File: src/rtl/mio_mem_arbiter.sv
// mio_mem_arbiter: shares one single-port memory bus between the CPU and a
// secondary master (DMA/VGA). Each granted access holds mem_en for MEM_LAT
// cycles, then pulses the granted master's ready for one cycle.
// Every output is registered; requests only reach mem_* through a flop.
module mio_mem_arbiter #(
  parameter int MEM_LAT  = 2,
  parameter bit PRIO_CPU = 1'b0
) (
  input  logic        clk,
  input  logic        reset,
  input  logic        cpu_req,
  input  logic        cpu_we,
  input  logic [31:0] cpu_addr,
  input  logic [31:0] cpu_wdata,
  output logic [31:0] cpu_rdata,
  output logic        MIO_ready,
  input  logic        dma_req,
  input  logic        dma_we,
  input  logic [31:0] dma_addr,
  input  logic [31:0] dma_wdata,
  output logic [31:0] dma_rdata,
  output logic        dma_ready,
  output logic        mem_en,
  output logic        mem_we,
  output logic [31:0] mem_addr,
  output logic [31:0] mem_wdata,
  input  logic [31:0] mem_rdata,
  output logic [1:0]  arb_state
);

  typedef enum logic [1:0] {
    IDLE   = 2'd0,
    ACCESS = 2'd1,
    RESP   = 2'd2
  } state_t;

  localparam int            CW       = (MEM_LAT > 1) ? $clog2(MEM_LAT) : 1;
  localparam logic [CW-1:0] CNT_LOAD = CW'(MEM_LAT - 1);
  localparam logic          G_CPU    = 1'b0;
  localparam logic          G_DMA    = 1'b1;

  state_t        state, state_d;
  logic [CW-1:0] cnt, cnt_d;
  // grant doubles as last_grant: it only changes when a new winner is picked
  logic          grant, grant_d;
  logic          en_d, we_d, crdy_d, drdy_d;
  logic [31:0]   addr_d, wdata_d, crd_d, drd_d;
  logic          pick_dma;

  // Next-state and next-output logic; every register holds unless told otherwise
  always_comb begin
    state_d   = state;
    cnt_d     = cnt;
    grant_d   = grant;
    en_d      = mem_en;
    we_d      = mem_we;
    addr_d    = mem_addr;
    wdata_d   = mem_wdata;
    crd_d     = cpu_rdata;
    drd_d     = dma_rdata;
    crdy_d    = 1'b0;
    drdy_d    = 1'b0;
    // DMA wins if alone, or on a tie when round-robin says the CPU went last
    pick_dma  = dma_req && (!cpu_req || (!PRIO_CPU && grant == G_CPU));
    case (state)
      IDLE: begin
        if (cpu_req || dma_req) begin
          grant_d = pick_dma;
          en_d    = 1'b1;
          we_d    = pick_dma ? dma_we    : cpu_we;
          addr_d  = pick_dma ? dma_addr  : cpu_addr;
          wdata_d = pick_dma ? dma_wdata : cpu_wdata;
          cnt_d   = CNT_LOAD;
          state_d = ACCESS;
        end
      end
      ACCESS: begin
        if (cnt != '0) begin
          cnt_d = cnt - 1'b1;
        end else begin
          en_d = 1'b0;
          we_d = 1'b0;
          // mem_rdata is valid in this last strobe cycle; writes leave rdata alone
          if (!mem_we) begin
            if (grant == G_DMA) drd_d = mem_rdata;
            else                crd_d = mem_rdata;
          end
          crdy_d  = (grant == G_CPU);
          drdy_d  = (grant == G_DMA);
          state_d = RESP;
        end
      end
      RESP:    state_d = IDLE;
      default: state_d = IDLE;
    endcase
  end

  // State and output registers; reset aborts any access in flight
  always_ff @(posedge clk or negedge reset) begin
    if (!reset) begin
      state     <= IDLE;
      cnt       <= '0;
      grant     <= G_DMA;
      mem_en    <= 1'b0;
      mem_we    <= 1'b0;
      mem_addr  <= '0;
      mem_wdata <= '0;
      cpu_rdata <= '0;
      dma_rdata <= '0;
      MIO_ready <= 1'b0;
      dma_ready <= 1'b0;
    end else begin
      state     <= state_d;
      cnt       <= cnt_d;
      grant     <= grant_d;
      mem_en    <= en_d;
      mem_we    <= we_d;
      mem_addr  <= addr_d;
      mem_wdata <= wdata_d;
      cpu_rdata <= crd_d;
      dma_rdata <= drd_d;
      MIO_ready <= crdy_d;
      dma_ready <= drdy_d;
    end
  end

  assign arb_state = state;

endmodule

File: config.mk
export PLATFORM = sky130hd
export DESIGN_NAME = mio_mem_arbiter
export DESIGN_NICKNAME = d
export VERILOG_FILES = /design/src/rtl/mio_mem_arbiter.sv
export SDC_FILE = /design/constraint.sdc
export NUM_CORES = 1
export LEC_CHECK = 0
export ABC_CLOCK_PERIOD_IN_PS = 3800
export CAP_MARGIN = 40
export CORE_ASPECT_RATIO = 0.7
export CORE_MARGIN = 2
export CORE_UTILIZATION = 40
export CTS_BUF_LIST = sky130_fd_sc_hd__clkbuf_8
export CTS_CLUSTER_SIZE = 8
export DETAILED_ROUTE_END_ITERATION = 10
export PLACE_DENSITY_LB_ADDON = 0.05
export SYNTH_ARGS = -nofsm -noshare
export SYNTH_HDL_FRONTEND = slang
export SYNTH_SLANG_ARGS = --single-unit
File: constraint.sdc
create_clock -name clk -period 3.8 [get_ports clk]
set_input_delay 0.76 -clock clk [delete_from_list [all_inputs] [get_ports clk]]
set_output_delay 0.76 -clock clk [all_outputs]
set_load 0.05 [all_outputs]
Word-level counts from Yosys, hierarchy flattened
Cells that the tools add are included.
- add/subtract/negate cells: 1
- equality and inequality tests: 3
- multiplexer cells: 17
- bitwise gates (word level): 3
- reduce and logical (&&, ||, !) cells: 12
- operators with widths (operator ; number):
    $mux W32 ; 2
    $mux W1 ; 9
    $reduce_and A4 Y1 ; 2
    $pmux W1 S2 ; 3
    $reduce_and A2 Y1 ; 3
    $mux W2 ; 2
    $ne A2 B2 Y1 const B ; 2
    $pmux W2 S2 ; 1
    $not A1 Y1 ; 3
    $reduce_and A3 Y1 ; 1
    $eq A2 B1 Y1 const B ; 1
    $logic_not A2 Y1 ; 1
    $logic_or A1 B1 Y1 ; 2
    $reduce_bool A2 Y1 ; 1
    $logic_and A1 B1 Y1 ; 1
    $logic_not A1 Y1 ; 1
    $sub A1 B1 Y1 const B ; 1
- bits in registers: 136
- input bits: 166

Logic depth before layout (Yosys ltp)
Gate-level depths: netlist (run 1).
- word-level depth: 6
- mapped depth: 6
- mapped depth without buffers: 4

Least setup slack after synthesis (run 1)
OpenSTA, ideal clock, no wires.
- path kind: register to register
- start point: register state[0] (netlist: arb_state[0])
- end point: register cpu_rdata[0]
- library setup time: 125 ps
- data arrival time: 1850 ps
- setup slack: 1825 ps
- stages on the path, launching flop included: 5
- path buffers: 1
- cell sequence: dfrtp_1 > or3b_4 > nor3_4 > buf_4 > mux2_2
- longest elaborated chain between the ends: 2
- ends and longest elaborated chain (what ; line ; text):
    start, declared ; 42 ; state_t state, state_d;
    start signal, assigned ; 113 ; state <= state_d;
    $eq A2 B1 Y1 ; 65 ; case (state)
    $reduce_and A4 Y1 (no line) ; - ;
    end signal, assigned ; 120 ; cpu_rdata <= crd_d;
    end, declared ; 15 ; output logic [31:0] cpu_rdata,
Every way passes these cells.
A chain may end at the register's enable or synchronous reset.

Worst setup path after layout (run 1)
- start point: register mem_we
- end point: output mem_we
- RTL lines (what ; line ; text):
    start, declared ; 24 ; output logic mem_we,
    start signal, assigned ; 117 ; mem_we <= we_d;
No word-level cell between the ends.

==> impl_results.md, run 1 <==
* Area grow syn2layout at 58.0%
* Adder-Cell Fraction of Synth Area at 0%
* Clock Latency Late Sink at 0.44 ns
* PwrDens at 1010 mW/mm^2
* Pre-Repair DR Iteration Count at 4
* Critical path buffer and inverter count at 1
* Post-synth top cells: dfrtp_1 (135), mux2_2 (111), mux2_4 (79)
* Site row count at 38
* DR vias at 4,207
* Lkg Pwr at 4.30 nW
* Share of the synthesized area in the top cell type at 54.5%
* Routed wire length at 16,500 um
* Sequential area share after synthesis at 54.9%
* CTS tree: built
* Worst-Margin Slew at 0.686 ns
* Vias in the first global route at 4,491
* Min cycle time layout at 2.52 ns
* Remaining DRCs at 0
* Peak supply drop at 0.000626 V
* Crit-path cells: clkdlybuf4s50_1
* Synth area leader: dfrtp_1
* Total power at 9.93 mW
* Initial antenna violation count at 0
* First-pass GRT wire length at 25,200 um
* Run status: complete, no violations
* Setup violators final at 0
* Num CTS Buffers at 17
* Nets at 842
* Clock buffer depth at 2
* Max Freq at 397 MHz
* Setup crit end kind: output port
* HP Class: input pin to async pin
* Top_reg_cell synth: dfrtp_1
* DP HPWL at 12,400 um
* Largest net degree at the start of global routing at 88
* CP max stage cell: clkdlybuf4s50_1
* Hold violation count in the final report at 0
* Synthesized instance count at 370
* Die area at 0.0165 mm^2
* Yosys synthesis warning count at 0
* Initial drt markers at 140
* CP max stage delay at 0.89 ns
* Drt wl/cell at 18.5 um
* Worst-path fanout max at 4
* Count leader, synth: dfrtp_1
* N_diodes at 0
* Largest family of logic cells by synthesized area: multiplexers
* DR vias/cell at 4.73
* Syn_nets at 536
* # Post-CTS Setup Buffers at 0
* FFs w/ async S/R, synth at 100%
* Starting density of the core at 40.5%
* Required time worst endpoint at 3.04 ns
* Share of cells above drive strength 1 at 34.1%
* CP top delay family: buffers and inverters
* Synth Cell Area at 0.00620 mm^2
* Syn avg cell area at 16.8 um^2
* Core area at 0.0153 mm^2
* GP Congestion at 0.764
* GRT Residual Overflow at 0
* Synth top area cells: dfrtp_1 (55%), mux2_2 (20%), mux2_4 (19%)
* Max Clock Skew at 0.00792 ns
* Synthesized flop and latch total at 136
* Total global-route track usage at 20.1%
* Post-Route Utilization at 64.0%
* Multiplexer area fraction after synthesis at 40.0%
* Period utilization at 66.3%
* Cts repair resizes at 0
* Clock Sinks at 136
* Setup TNS at 0 ns
* Post-DP Area at 0.00937 mm^2
* H-tree depth at 4
* CP arrival at 1.76 ns
* Fillers at 1,161
* Worst slew margin at 54.3%
* Max Transition Viols Final at 0
* Die width at 153 um
* WS Path Type: flip-flop to output port
* Number of synthesized flops with an enable pin at 0
* Final instance area at 0.00979 mm^2
* CTS clk-pin slew, worst paths at 0.08 ns
* IO Count at 300
* Final antenna-violating net count at 0
* Critical Path Source Type: flip-flop
* RSZ-0062 raised after global routing: false
* CTS Hold Bufs at 0
* Synth Area in Compound Gates at 0.505%
* Synth unique cells at 25
* CTS root buf: clkbuf_8
* Port buffer count at 299
* Max-cap viol count at 0
* Die Y at 108 um
* Xor and xnor area share after synthesis at 0%
* Simple-gate share of the synthesized area at 1.41%
[final cells by class]
cell class	instances	area (um^2)	share of cell area, %
well taps	200	250	2.56
repair buffers	308	3090	31.6
inverters	2	7.51	0.0767
flip-flops and latches	136	3400	34.8
multi-input cells	211	2620	26.7
clock buffers	21	289	2.95
clock inverters	11	130	1.33
[registers in the layout (all words and copies together) (netlist names)]
| name | count |
|---|---|
| mem_wdata | 32 |
| mem_we | 1 |
| mem_addr | 32 |
| arb_state | 2 |
| mem_en | 1 |
| MIO_ready | 1 |
| grant | 1 |
| cnt | 1 |
| dma_ready | 1 |
| dma_rdata | 32 |
| cpu_rdata | 32 |
[metal layers]
| layer | vias to the layer above | wire, um | GRT usage, % |
|---|---|---|---|
| met4 | 0 | 275 | 6.68 |
| met1 | 2076 | 6700 | 24.2 |
| met5 | - | 0 | 0 |
| li1 | 1933 | - | - |
| met3 | 19 | 1470 | 8.82 |
| met2 | 179 | 8030 | 32.8 |
[cell families (layout without fill, tap and decap cells)]
group / count (synthesis) / after routing
DFF: 136 / 136
muxes: 194 / 194
and+or+nand+nor: 12 / 12
buffers and inverters: 23 / 342
AOI/OAI and AO/OA: 5 / 5
[cell usage in the layout, fill, tap and decap left out, drive strengths merged]
cell type      instances
clkinvlp               2
nand3b                 2
bufinv                 3
a21bo                  1
inv                    6
dfrtp                135
clkdlybuf4s50        298
mux2i                  2
a31oi                  1
and2                   1
nor3                   1
a21oi                  1
or3b                   1
clkinv                 2
nand2                  5
mux2                 192
clkbuf                21
nor2                   2
buf                   10
o21ai                  2
dfstp                  1
[stage by stage]
step                hold WS [ns]  setup slack, ns  std cells
finish                     0.157             1.28        889
floorplan                  0.464             1.83        370
global placement           0.462             1.05        856
CTS                        0.128             1.25        889
detailed placement         0.478             1.02        857
global route               0.130             1.22        889
[where the power goes]
| part | switching [mW] | internal (mW) |
|---|---|---|
| clock | 0.544 | 0.708 |
| combinational | 3.63 | 2.43 |
| sequential | 0.408 | 2.20 |
| total | 4.59 | 5.34 |
[worst paths after layout]
check	to	cells past startpoint	start	slack (ns)
hold / removal	mem_wdata[8]	1	reset	0.16
setup reg to reg	dma_rdata[6]	4	arb_state[1]	1.68
hold reg to reg	cpu_rdata[4]	1	cpu_rdata[4]	0.50
max in group asynchronous	mem_addr[18]	3	reset	2.69
setup / recovery	mem_we	1	mem_we	1.28
min in group clk	cpu_rdata[4]	1	cpu_rdata[4]	0.50
Power figures use the tool's default switching activity.
==> run 2, diff against run 1 <==
--- a/config.mk
+++ b/config.mk
@@ -5,7 +5,7 @@
 export SDC_FILE = /design/constraint.sdc
 export NUM_CORES = 1
 export LEC_CHECK = 0
-export ABC_CLOCK_PERIOD_IN_PS = 3800
+export ABC_CLOCK_PERIOD_IN_PS = 2600
 export CAP_MARGIN = 40
 export CORE_ASPECT_RATIO = 0.7
 export CORE_MARGIN = 2
==> constraint.sdc (replaced) <==
create_clock -name clk -period 2.6 [get_ports clk]
set_input_delay 0.52 -clock clk [delete_from_list [all_inputs] [get_ports clk]]
set_output_delay 0.52 -clock clk [all_outputs]
set_load 0.05 [all_outputs]
==> run 2 against run 1 <==
Against the previous run: routed wire length is essentially flat; global-route usage grew 0.070 points; critical path type unchanged; final area is essentially flat; via count grew 0.48%; flip-flop and latch count is the same; clock power grew 41%; worst setup slack lost 0.96 ns; core utilization is essentially flat; register-to-register slack lost 1.2 ns; power grew 46%; sequential share of layout area is essentially flat.
==> impl_results.md, run 2 (synthesis gave the netlist of run 1 again) <==
* Routed wire length at 16,500 um
* Remaining DRCs at 0
* IO Count at 300
* Hold violation count in the final report at 0
* Worst-Margin Slew at 0.689 ns
* R2R Path End: dma_rdata[6]
* Most frequent cells in the layout: clkdlybuf4s50_1 (298), dfrtp_1 (135), mux2_2 (111)
* Reg-to-reg slack, setup at 0.46 ns
* Die Y at 108 um
* Most common cell after layout, fill and taps aside: clkdlybuf4s50_1
* Peak supply drop at 0.000840 V
* First-pass GRT wire length at 25,600 um
* Clock buffer depth at 2
* H-tree depth at 4
* CP top delay family: buffers and inverters
* Crit-path cells: clkdlybuf4s50_1
* DR vias at 4,227
* Initial antenna violation count at 0
* Die area at 0.0165 mm^2
* CTS root buf: clkbuf_8
* DP HPWL at 12,200 um
* Drt wl/cell at 18.5 um
* Die width at 153 um
* CTS tree: built
* CP max stage delay at 0.87 ns
* Max Freq at 438 MHz
* CTS Hold Bufs at 0
* Largest net degree at the start of global routing at 56
* Worst slew margin at 54.0%
* N_diodes at 0
* Reg2reg path depth at 4
* Share of cells above drive strength 1 at 34.4%
* Critical path buffer and inverter count at 1
* Pre-Repair DR Iteration Count at 4
* Clock Latency Late Sink at 0.44 ns
* Port buffer count at 299
* Lkg Pwr at 4.28 nW
* Initial drt markers at 214
* Run status: complete, no violations
* Final antenna-violating net count at 0
* CP max stage cell: clkdlybuf4s50_1
* Worst-path fanout max at 4
* Setup crit end kind: output port
* Required time worst endpoint at 2.08 ns
* Critical Path Source Type: flip-flop
* Nets at 841
* WS Path Type: flip-flop to output port
* Period utilization at 87.9%
* CP arrival at 1.76 ns
* Final instance area at 0.00978 mm^2
* CTS clk-pin slew, worst paths at 0.08 ns
* Setup violators final at 0
* Cts repair resizes at 0
* Min cycle time layout at 2.28 ns
* Max Transition Viols Final at 0
* GRT Residual Overflow at 0
* Max-cap viol count at 0
* GP Congestion at 0.762
* Post-DP Area at 0.00938 mm^2
* Area grow syn2layout at 57.8%
* Clock Sinks at 136
* Total global-route track usage at 20.2%
* Reg2Reg Launch Point: arb_state[1]
* Max Clock Skew at 0.0160 ns
* Setup TNS at 0 ns
* HP Class: input pin to async pin
* PwrDens at 1480 mW/mm^2
* RSZ-0062 raised after global routing: false
* Starting density of the core at 40.5%
* Num CTS Buffers at 17
* DR vias/cell at 4.76
* Core area at 0.0153 mm^2
* Vias in the first global route at 4,568
* # Post-CTS Setup Buffers at 0
* Critical path depth in cells at 1
* Site row count at 38
run 2: cell type report:
class	count	area [um^2]
fillers	1110	5530
multi-input cells	211	2620
clock buffers	20	275
inverters	2	7.51
flip-flops and latches	136	3400
repair buffers	307	3100
well taps	200	250
clock inverters	12	126
run 2: power breakdown:
group	leakage (nW)	internal, mW	switching (mW)
Sequential	1.61	3.21	0.593
Clock	0.198	0.923	0.839
Combinational	2.48	3.58	5.31
Total	4.28	7.72	6.74
run 2: metal layers:
layer	global-route usage [%]	part of all wire, %	up-vias
li1	-	-	1934
met5	0	0	-
met1	24.2	40	2089
met2	32.6	49	183
met3	8.42	9.1	21
met4	8.13	1.9	0
run 2: through the flow:
stage	std cells	utilization, %	setup slack, ns	power (mW)	hold WS [ns]
detailed placement	856	61.3	0.249	12.8	0.482
global route	888	63.9	0.225	15.1	0.0276
finish	888	63.9	0.316	14.5	0.0278
global placement	856	61.3	0.297	12.7	0.464
CTS	888	63.9	0.282	14.6	0.0265
floorplan	370	-	0.625	9.79	0.224
run 2: worst max-delay path by stage:
stage / startpoint / end / slack (ns)
2_1_floorplan: arb_state[0] / cpu_rdata[0] / 0.63
3_3_place_gp: cpu_req / mem_wdata[0] / 0.30
3_5_place_dp: cpu_req / mem_addr[31] / 0.25
4_1_cts: mem_we / mem_we / 0.28
5_1_grt: arb_state[0] / arb_state[0] / 0.22
6_report: mem_we / mem_we / 0.32
